`config.mk`:
```
export PLATFORM = sky130hd
export DESIGN_NAME = perf_monitor
export DESIGN_NICKNAME = d
export VERILOG_FILES = /design/src/rtl/perf_monitor.sv
export SDC_FILE = /design/constraint.sdc
export NUM_CORES = 1
export LEC_CHECK = 0
export ABC_AREA = 1
export BUFFER_PORTS_ARGS = -buffer_cell sky130_fd_sc_hd__buf_2
export CAP_MARGIN = 20
export CORE_ASPECT_RATIO = 0.6
export CORE_MARGIN = 5
export CORE_UTILIZATION = 51
export CTS_CLUSTER_DIAMETER = 100
export DETAILED_ROUTE_END_ITERATION = 6
export PLACE_DENSITY = 0.78
export SKIP_CTS_REPAIR_TIMING = 1
export SLEW_MARGIN = 20
export SYNTH_ARGS = -nofsm -noshare
export SYNTH_HDL_FRONTEND = slang
export SYNTH_SLANG_ARGS = --single-unit
```
`constraint.sdc`:
```
create_clock -name clk -period 1.7 [get_ports clk]
set_input_delay 0.17 -clock clk [delete_from_list [all_inputs] [get_ports clk]]
set_output_delay 0.17 -clock clk [all_outputs]
set_load 0.05 [all_outputs]
```
`src/rtl/perf_monitor.sv`:
```
// -----------------------------------------------------------------------------
// perf_monitor
//
// Performance monitor that snoops the CPU instruction-fetch port. While a
// measurement is running it counts cycles, non-NOP instructions fetched at a
// new PC, and NUM_EVT generic event strobes. It also decides in hardware when
// the program has finished: either the PC has stopped advancing, or the core is
// fetching NOPs while the PC stays put.
//
// Ports
//   clk          system clock, all state changes on the rising edge
//   rst_n        asynchronous active-low reset
//   start        one-cycle pulse: arm, or restart, a measurement
//   clear        synchronous clear of all counters and flags, back to IDLE
//   fetch_pc     current instruction fetch address
//   fetch_instr  instruction word returned for fetch_pc
//   evt          per-cycle event strobes, counted while RUN
//   cycle_count  cycles spent in RUN
//   instr_count  non-NOP instructions fetched at a new PC
//   evt_count    flat bus, counter i at bits [i*CNT_W +: CNT_W]
//   sat          sticky saturation flags: bit0 cycle, bit1 instr, bit2+i evt i
//   state        00 IDLE, 01 RUN, 10 DONE
//   done         high while in DONE
// -----------------------------------------------------------------------------
module perf_monitor #(
  parameter int          CNT_W       = 32,
  parameter int          NUM_EVT     = 4,
  parameter int          STALL_LIMIT = 15,
  parameter int          NOP_LIMIT   = 5,
  parameter logic [31:0] NOP_INSTR   = 32'h0000_0013
) (
  input  logic                     clk,
  input  logic                     rst_n,
  input  logic                     start,
  input  logic                     clear,
  input  logic [31:0]              fetch_pc,
  input  logic [31:0]              fetch_instr,
  input  logic [NUM_EVT-1:0]       evt,
  output logic [CNT_W-1:0]         cycle_count,
  output logic [CNT_W-1:0]         instr_count,
  output logic [NUM_EVT*CNT_W-1:0] evt_count,
  output logic [NUM_EVT+1:0]       sat,
  output logic [1:0]               state,
  output logic                     done
);

  typedef enum logic [1:0] {
    S_IDLE = 2'b00,
    S_RUN  = 2'b01,
    S_DONE = 2'b10
  } state_e;

  // The stable counter must be able to exceed STALL_LIMIT by one.
  localparam int               ST_W      = $clog2(STALL_LIMIT + 2);
  localparam logic [ST_W-1:0]  STALL_LIM = ST_W'(STALL_LIMIT);
  localparam logic [ST_W-1:0]  NOP_LIM   = ST_W'(NOP_LIMIT);
  localparam logic [ST_W-1:0]  ST_ONE    = ST_W'(1);
  localparam logic [CNT_W-1:0] CNT_ONE   = CNT_W'(1);

  state_e                        state_q, state_d;
  logic [CNT_W-1:0]              cycle_q, cycle_d;
  logic [CNT_W-1:0]              instr_q, instr_d;
  logic [NUM_EVT-1:0][CNT_W-1:0] evt_q, evt_d;
  logic [NUM_EVT+1:0]            sat_q, sat_d;
  logic [ST_W-1:0]               st_q, st_d;
  logic [ST_W-1:0]               st_inc;
  logic [31:0]                   prev_pc_q, prev_pc_d;
  logic                          prev_valid_q, prev_valid_d;
  logic                          is_nop;
  logic                          count_instr;

  // NOTE: every signal written here gets its default first, so no path through
  // the block leaves a value unassigned and no latch is inferred.
  always_comb begin
    state_d      = state_q;
    cycle_d      = cycle_q;
    instr_d      = instr_q;
    evt_d        = evt_q;
    sat_d        = sat_q;
    st_d         = st_q;
    prev_pc_d    = prev_pc_q;
    prev_valid_d = prev_valid_q;
    count_instr  = 1'b0;
    is_nop       = (fetch_instr == NOP_INSTR);
    st_inc       = (&st_q) ? st_q : st_q + ST_ONE;

    if (clear || start) begin
      // clear wins over start; both wipe the whole measurement.
      state_d      = clear ? S_IDLE : S_RUN;
      cycle_d      = '0;
      instr_d      = '0;
      evt_d        = '0;
      sat_d        = '0;
      st_d         = '0;
      prev_pc_d    = '0;
      prev_valid_d = 1'b0;
    end else if (state_q == S_RUN) begin
      // Stable-PC tracking. The first RUN cycle has no previous PC to compare
      // against, so it only counts the instruction and leaves ST at zero.
      if (!prev_valid_q) begin
        count_instr = !is_nop;
      end else if (fetch_pc != prev_pc_q) begin
        if (!is_nop) begin
          count_instr = 1'b1;
          st_d        = '0;
        end else begin
          // Walking over NOPs is not progress.
          st_d = st_inc;
        end
      end else begin
        st_d = st_inc;
      end
      prev_pc_d    = fetch_pc;
      prev_valid_d = 1'b1;

      // Saturating counters; the sticky flag records an increment lost at
      // all-ones.
      cycle_d  = (&cycle_q) ? cycle_q : cycle_q + CNT_ONE;
      sat_d[0] = sat_q[0] | (&cycle_q);
      if (count_instr) begin
        instr_d  = (&instr_q) ? instr_q : instr_q + CNT_ONE;
        sat_d[1] = sat_q[1] | (&instr_q);
      end
      for (int i = 0; i < NUM_EVT; i++) begin
        if (evt[i]) begin
          evt_d[i]     = (&evt_q[i]) ? evt_q[i] : evt_q[i] + CNT_ONE;
          sat_d[i + 2] = sat_q[i + 2] | (&evt_q[i]);
        end
      end

      // Completion uses the updated stable count; this cycle's increments
      // above still land.
      if ((st_d > STALL_LIM) || (is_nop && (st_d > NOP_LIM))) begin
        state_d = S_DONE;
      end
    end
  end

  // NOTE: sequential state is updated with non-blocking assignments so every
  // flop samples the values from before this edge, independent of order.
  always_ff @(posedge clk or negedge rst_n) begin
    if (!rst_n) begin
      state_q      <= S_IDLE;
      cycle_q      <= '0;
      instr_q      <= '0;
      evt_q        <= '0;
      sat_q        <= '0;
      st_q         <= '0;
      prev_pc_q    <= '0;
      prev_valid_q <= 1'b0;
    end else begin
      state_q      <= state_d;
      cycle_q      <= cycle_d;
      instr_q      <= instr_d;
      evt_q        <= evt_d;
      sat_q        <= sat_d;
      st_q         <= st_d;
      prev_pc_q    <= prev_pc_d;
      prev_valid_q <= prev_valid_d;
    end
  end

  assign cycle_count = cycle_q;
  assign instr_count = instr_q;
  assign evt_count   = evt_q;
  assign sat         = sat_q;
  assign state       = state_q;
  assign done        = (state_q == S_DONE);

endmodule

```
Yosys cells after proc, flatten, opt, wreduce, memory -nomap -nowiden. Cells that the tools add are included.

Add/subtract/negate cells: 7. $mul: 0. Divide/modulo/power cells: 0. $lt $le $gt $ge: 2. Eq/ne operators: 10. Shift-type cells: 0. Mux-type cells: 45. Bitwise gates (word level): 6. Reductions and logical operators: 30.

Operators with widths (count): 32-bit two-way mux (17); 128-bit two-way mux (2); 32-bit by 1-bit adder with 32-bit output, second input constant (6); 32-bit AND reduction (6); 5-bit two-way mux (8); 32-bit by 5-bit == test with 1-bit output, second input constant (1); 32-bit inequality test (1); 3-bit AND reduction (5); 2-bit AND reduction (7); 2-bit nonzero test (7); 1-bit two-way mux (13); 6-bit two-way mux (2); 2-bit inequality test, second input constant (6); 2-bit two-way mux (3); 1-bit OR (6); 5-bit by 1-bit adder with 5-bit output, second input constant (1); 5-bit by 3-bit greater-than comparator with 1-bit output, second input constant (1); 5-bit by 4-bit greater-than comparator with 1-bit output, second input constant (1); 5-bit AND reduction (1); 2-bit by 1-bit == test with 1-bit output, second input constant (1); 2-bit == test, second input constant (1); 1-bit logical OR (2); 1-bit logical AND (1); 1-bit zero test (1).

Bits in registers: 238. Bits in latches: 0. Bits in writable memories: 0. Bits in read-only memories: 0. Output and inout port bits: 201. Word-level logic and storage cells: 116. Memories kept: 0.

Longest topological paths before layout.
Depth in word-level cells: 13. Gate-level depth with buffers: 16. Gate-level depth less buffers: 16.

Worst setup path after synthesis. OpenSTA, ideal clock, no wires.

Path kind: reg-to-reg. From: register evt_q (netlist bit evt_count[33]). To: register evt_q (netlist bit evt_count[55]). Library setup time: 0.095 ns. Data arrival time: 2.089 ns. Data required time: 1.605 ns. Setup slack: -0.485 ns. Cell stages (with the launch flop): 12. Period minus slack after synthesis: 2.185 ns. Path through: dfrtp_1 ha_1 nand3_1 nor2_2 nor3b_2 nand4_1 nand2_2 nand2_4 inv_1 buf_2 nand2_1 o31ai_1.

Word-level cells in the longest chain between the ends: 5.

Ends and longest elaborated chain: from (decl) (RTL line 63) `logic [NUM_EVT-1:0][CNT_W-1:0] evt_q, evt_d;`; from (signal assigned) (RTL line 155) `evt_q <= evt_d;`; 32-bit by 1-bit adder with 32-bit output (RTL line 126) `evt_d[i] = (&evt_q[i]) ? evt_q[i] : evt_q[i] + CNT_ONE;`; 32-bit two-way mux (RTL line 126); 32-bit two-way mux (RTL line 125) `if (evt[i]) begin`; 128-bit two-way mux (RTL line 97) `end else if (state_q == S_RUN) begin`; 128-bit two-way mux (RTL line 87) `if (clear || start) begin`.

Parallel ways exist; a longest one is shown, timed or not. The select of a mux whose other input is x is not followed. A chain may end at the register's enable or synchronous reset.

Worst setup path after layout.
From: register prev_pc_q[22]. To: register instr_q[17] (netlist: instr_count[17]).

Word-level cells in the longest chain between the ends: 7.

Ends and longest elaborated chain: from (decl) (RTL line 67) `logic [31:0] prev_pc_q, prev_pc_d;`; from (signal assigned) (RTL line 158) `prev_pc_q <= prev_pc_d;`; 32-bit inequality test (RTL line 102) `end else if (fetch_pc != prev_pc_q) begin`; 1-bit two-way mux (RTL line 102); 1-bit two-way mux (RTL line 100) `if (!prev_valid_q) begin`; 1-bit two-way mux (RTL line 97); 1-bit two-way mux (RTL line 87); 2-bit nonzero test (no line); 3-bit AND reduction (no line); to (signal assigned) (RTL line 154) `instr_q <= instr_d;`; to (decl) (RTL line 62) `logic [CNT_W-1:0] instr_q, instr_d;`.

Every way passes these cells. The select of a mux whose other input is x is not followed.

==> reports/metrics.yaml <==
global_routing:
  antenna_found_initial: 1
  grt_pass1_wl_um: 86200
  gr-total-overflow: 0
  grtUsageTotal: 0.332
  grt_max_degree: 74
  grt_pass1_vias: 16300
die:
  coreArea_mm2: 0.0277
  rows: 47
  ios: 273
  dieArea_mm2: 0.0318
  start_util: 0.520
  die_h_um: 140
  die_w_um: 227
sta:
  setup_violations: 192
  maxSlewHeadroom: 0.614
  fin_crit_ps: 2230
  rsz0062_at_grt: "yes"
  finalCritPeriodShare: 1.31
  timing.hold.ws_ps: 12.4
  layout_setup_ws_ps: -526
  final.setup_skew_ps: 8.39
  worst_pin_slew_ps: 578
  hold_viol: 0
  fmax_mhz: 449
  slew_viol_final: 0
logic_synthesis:
  yosys.area.top_type: "dfrtp_1"
  synth_seq_cells: 238
  synthArstFlopShare: 1.00
  synth_cells: 1931
  synth_warnings: 0
  synth_top_cell_area_share: 0.414
  syn-cell-area_mm2: 0.0144
  synthFlopType: "dfrtp_1"
  ys_top_cells_by_count: "492 x nand2_1, 238 x dfrtp_1, 217 x nor2_1, 172 x inv_1, 99 x nor3_1"
  synth_most_common_cell: "nand2_1"
  synth_fp_nets: 2010
  avgSynthCellArea_um2: 7.45
  ys_types: 49
  seq_area_frac_synth: 0.414
  synth_edf_count: 0
  synth.area.top_cells: "dfrtp_1 41%, nand2_1 13%, nor2_1 5.7%"
routing:
  viasPerCell: 5.91
  drt-total-wl_um: 62200
  drt_first_pass_iters: 7
  drcViolationCount: 2
  ant_nets: 0
  wl_per_cell_um: 20.1
  drt_iter0_markers: 2405
  vias: 18300
run_status:
  violations: "DRC, setup timing"
  outcome: "finished, violations left"
clocking:
  htree_levels: 1
  cts.reportedPaths.clkPinSlew_ps: 70
  worst_skew_pair.late_latency_ps: 540
  cts_buffers: 24
  cts_buffer_depth: 3
  cts_tree: "built"
  cts.sinks: 238
  cts_root_buf: "clkbuf_16"
power:
  peakVddDrop_mv: 0.778
  powerDensity_mw_per_mm2: 574
  leakagePower_nw: 10.4
  p_total_mw: 13.2
finish:
  drive_gt1_frac: 0.474
  synthToLayoutAreaGrowth_pct: 60.3
  fin_nets: 2796
  antennaDiodeCount: 0
  instances_no_fill: 3102
  stdcell_area_mm2: 0.0231
setup_path:
  crit_path_end_kind: "flop"
  required_ps: 2160
  r2r_slack_ps: -530
  cp_max_fo: 14
  worstSetupPathType: "reg2reg"
  r2r-end: "instr_count[17]"
  regToRegStartpoint: "prev_pc_q[22]"
  worstRegToRegCells: 13
  start_kind: "flop"
  worst_ep_arrival_time_ps: 2690
min_path:
  min_to: "prev_pc_q[9]"
  hold-path-cell-count: 3
  hp-class: "in2reg"
  min_from: "fetch_pc[9]"
placement:
  io_buffer_count: 272
  place_area_mm2: 0.0202
  place.gp.congestion: 0.961
  dp_cells: 2975
  place_ws_ps: -381
  hpwl_um: 41500
run:
  maxCapViolations: 0
==> sequential cells by signal, indices dropped and copies added (netlist names) <==
| signal | cells |
|---|---|
| evt_count | 128 |
| cycle_count | 32 |
| instr_count | 32 |
| prev_pc_q | 32 |
| sat | 6 |
| st_q | 5 |
| state | 2 |
| prev_valid_q | 1 |
==> cell usage in the layout (no fill, tap or decap), types with 33 or more instances in the layout <==
cell | synthesis | routed
buf_4 | 9 | 452
nand2_1 | 492 | 425
buf_2 | 15 | 270
nor2_1 | 217 | 178
dfrtp_2 | 0 | 152
inv_1 | 172 | 147
dfrtp_1 | 238 | 86
nand3_1 | 95 | 77
nor3_1 | 99 | 71
o31ai_1 | 70 | 60
nand2_2 | 10 | 56
nand4_1 | 56 | 56
xnor2_1 | 53 | 51
xor2_1 | 49 | 49
o21ai_1 | 16 | 44
a21oi_1 | 51 | 39
buf_6 | 3 | 33
==> cells by family after synthesis <==
family,count (synthesis),synth area share
adders and majority gates,7,0.00608
xor gates and xnor gates,102,0.0621
AOI/OAI and AO/OA,284,0.122
buffers and inverters,235,0.0665
DFF,238,0.414
and+or+nand+nor,1065,0.330
==> metrics by stage <==
stage	utilization	TNS (ps)
floorplan	-	-25780
global placement	0.728	-20620
detailed placement	0.728	-32950
CTS	0.759	-39190
global route	0.833	-56340
finish	0.833	-38040
==> routing by layer <==
metal  vias up  part of all wire  GRT usage
li1       8085                 -          -
met1      8715              0.40      0.491
met2      1263              0.44      0.498
met3       269              0.11     0.0680
met4         2             0.044     0.0914
met5         -           0.00021          0
==> cell type report <==
cell class                      count  area (µm²)
Clock buffer                       36         737
Timing Repair Buffer              812        6020
Sequential cell                   238        6150
Tap cell                          367         459
Clock inverter                      8         118
Multi-Input combinational cell   1459        8880
Fill cell                        1626        4620
Inverter                          182         719
==> report_power, final <==
part / internal (mW) / leakage, nW / switching (mW)
Clock: 3.45 / 0.421 / 2.44
Combinational: 0.635 / 6.95 / 0.948
Sequential: 5.71 / 3.06 / 0.0481
Total: 9.80 / 10.4 / 3.44
==> critical path: stages, from the launching register on <==
cell       delay [ps]
dfrtp_1           440
xnor2_1           220
nand2_1           100
nor2_2            100
nand2_1            70
nor2_2            160
nand2_1           100
nand2_1           100
o211ai_1          110
buf_4             200
nand3_4           190
clkbuf_16         230
nand2_1            50
o21ai_1            70
==> worst max-delay path by stage <==
stage | to | cells after the start | slack [ps] | from
after global placement | instr_count[28] | 8 | -320 | instr_count[8]
after floorplan | evt_count[41] | 11 | -260 | evt_count[33]
after global routing | instr_count[17] | 13 | -550 | prev_pc_q[22]
after CTS | instr_count[28] | 8 | -420 | instr_count[11]
final | instr_count[17] | 13 | -530 | prev_pc_q[22]
after detailed placement | evt_count[62] | 11 | -380 | evt_count[33]
Note: power is estimated with default switching activity, not from simulation.
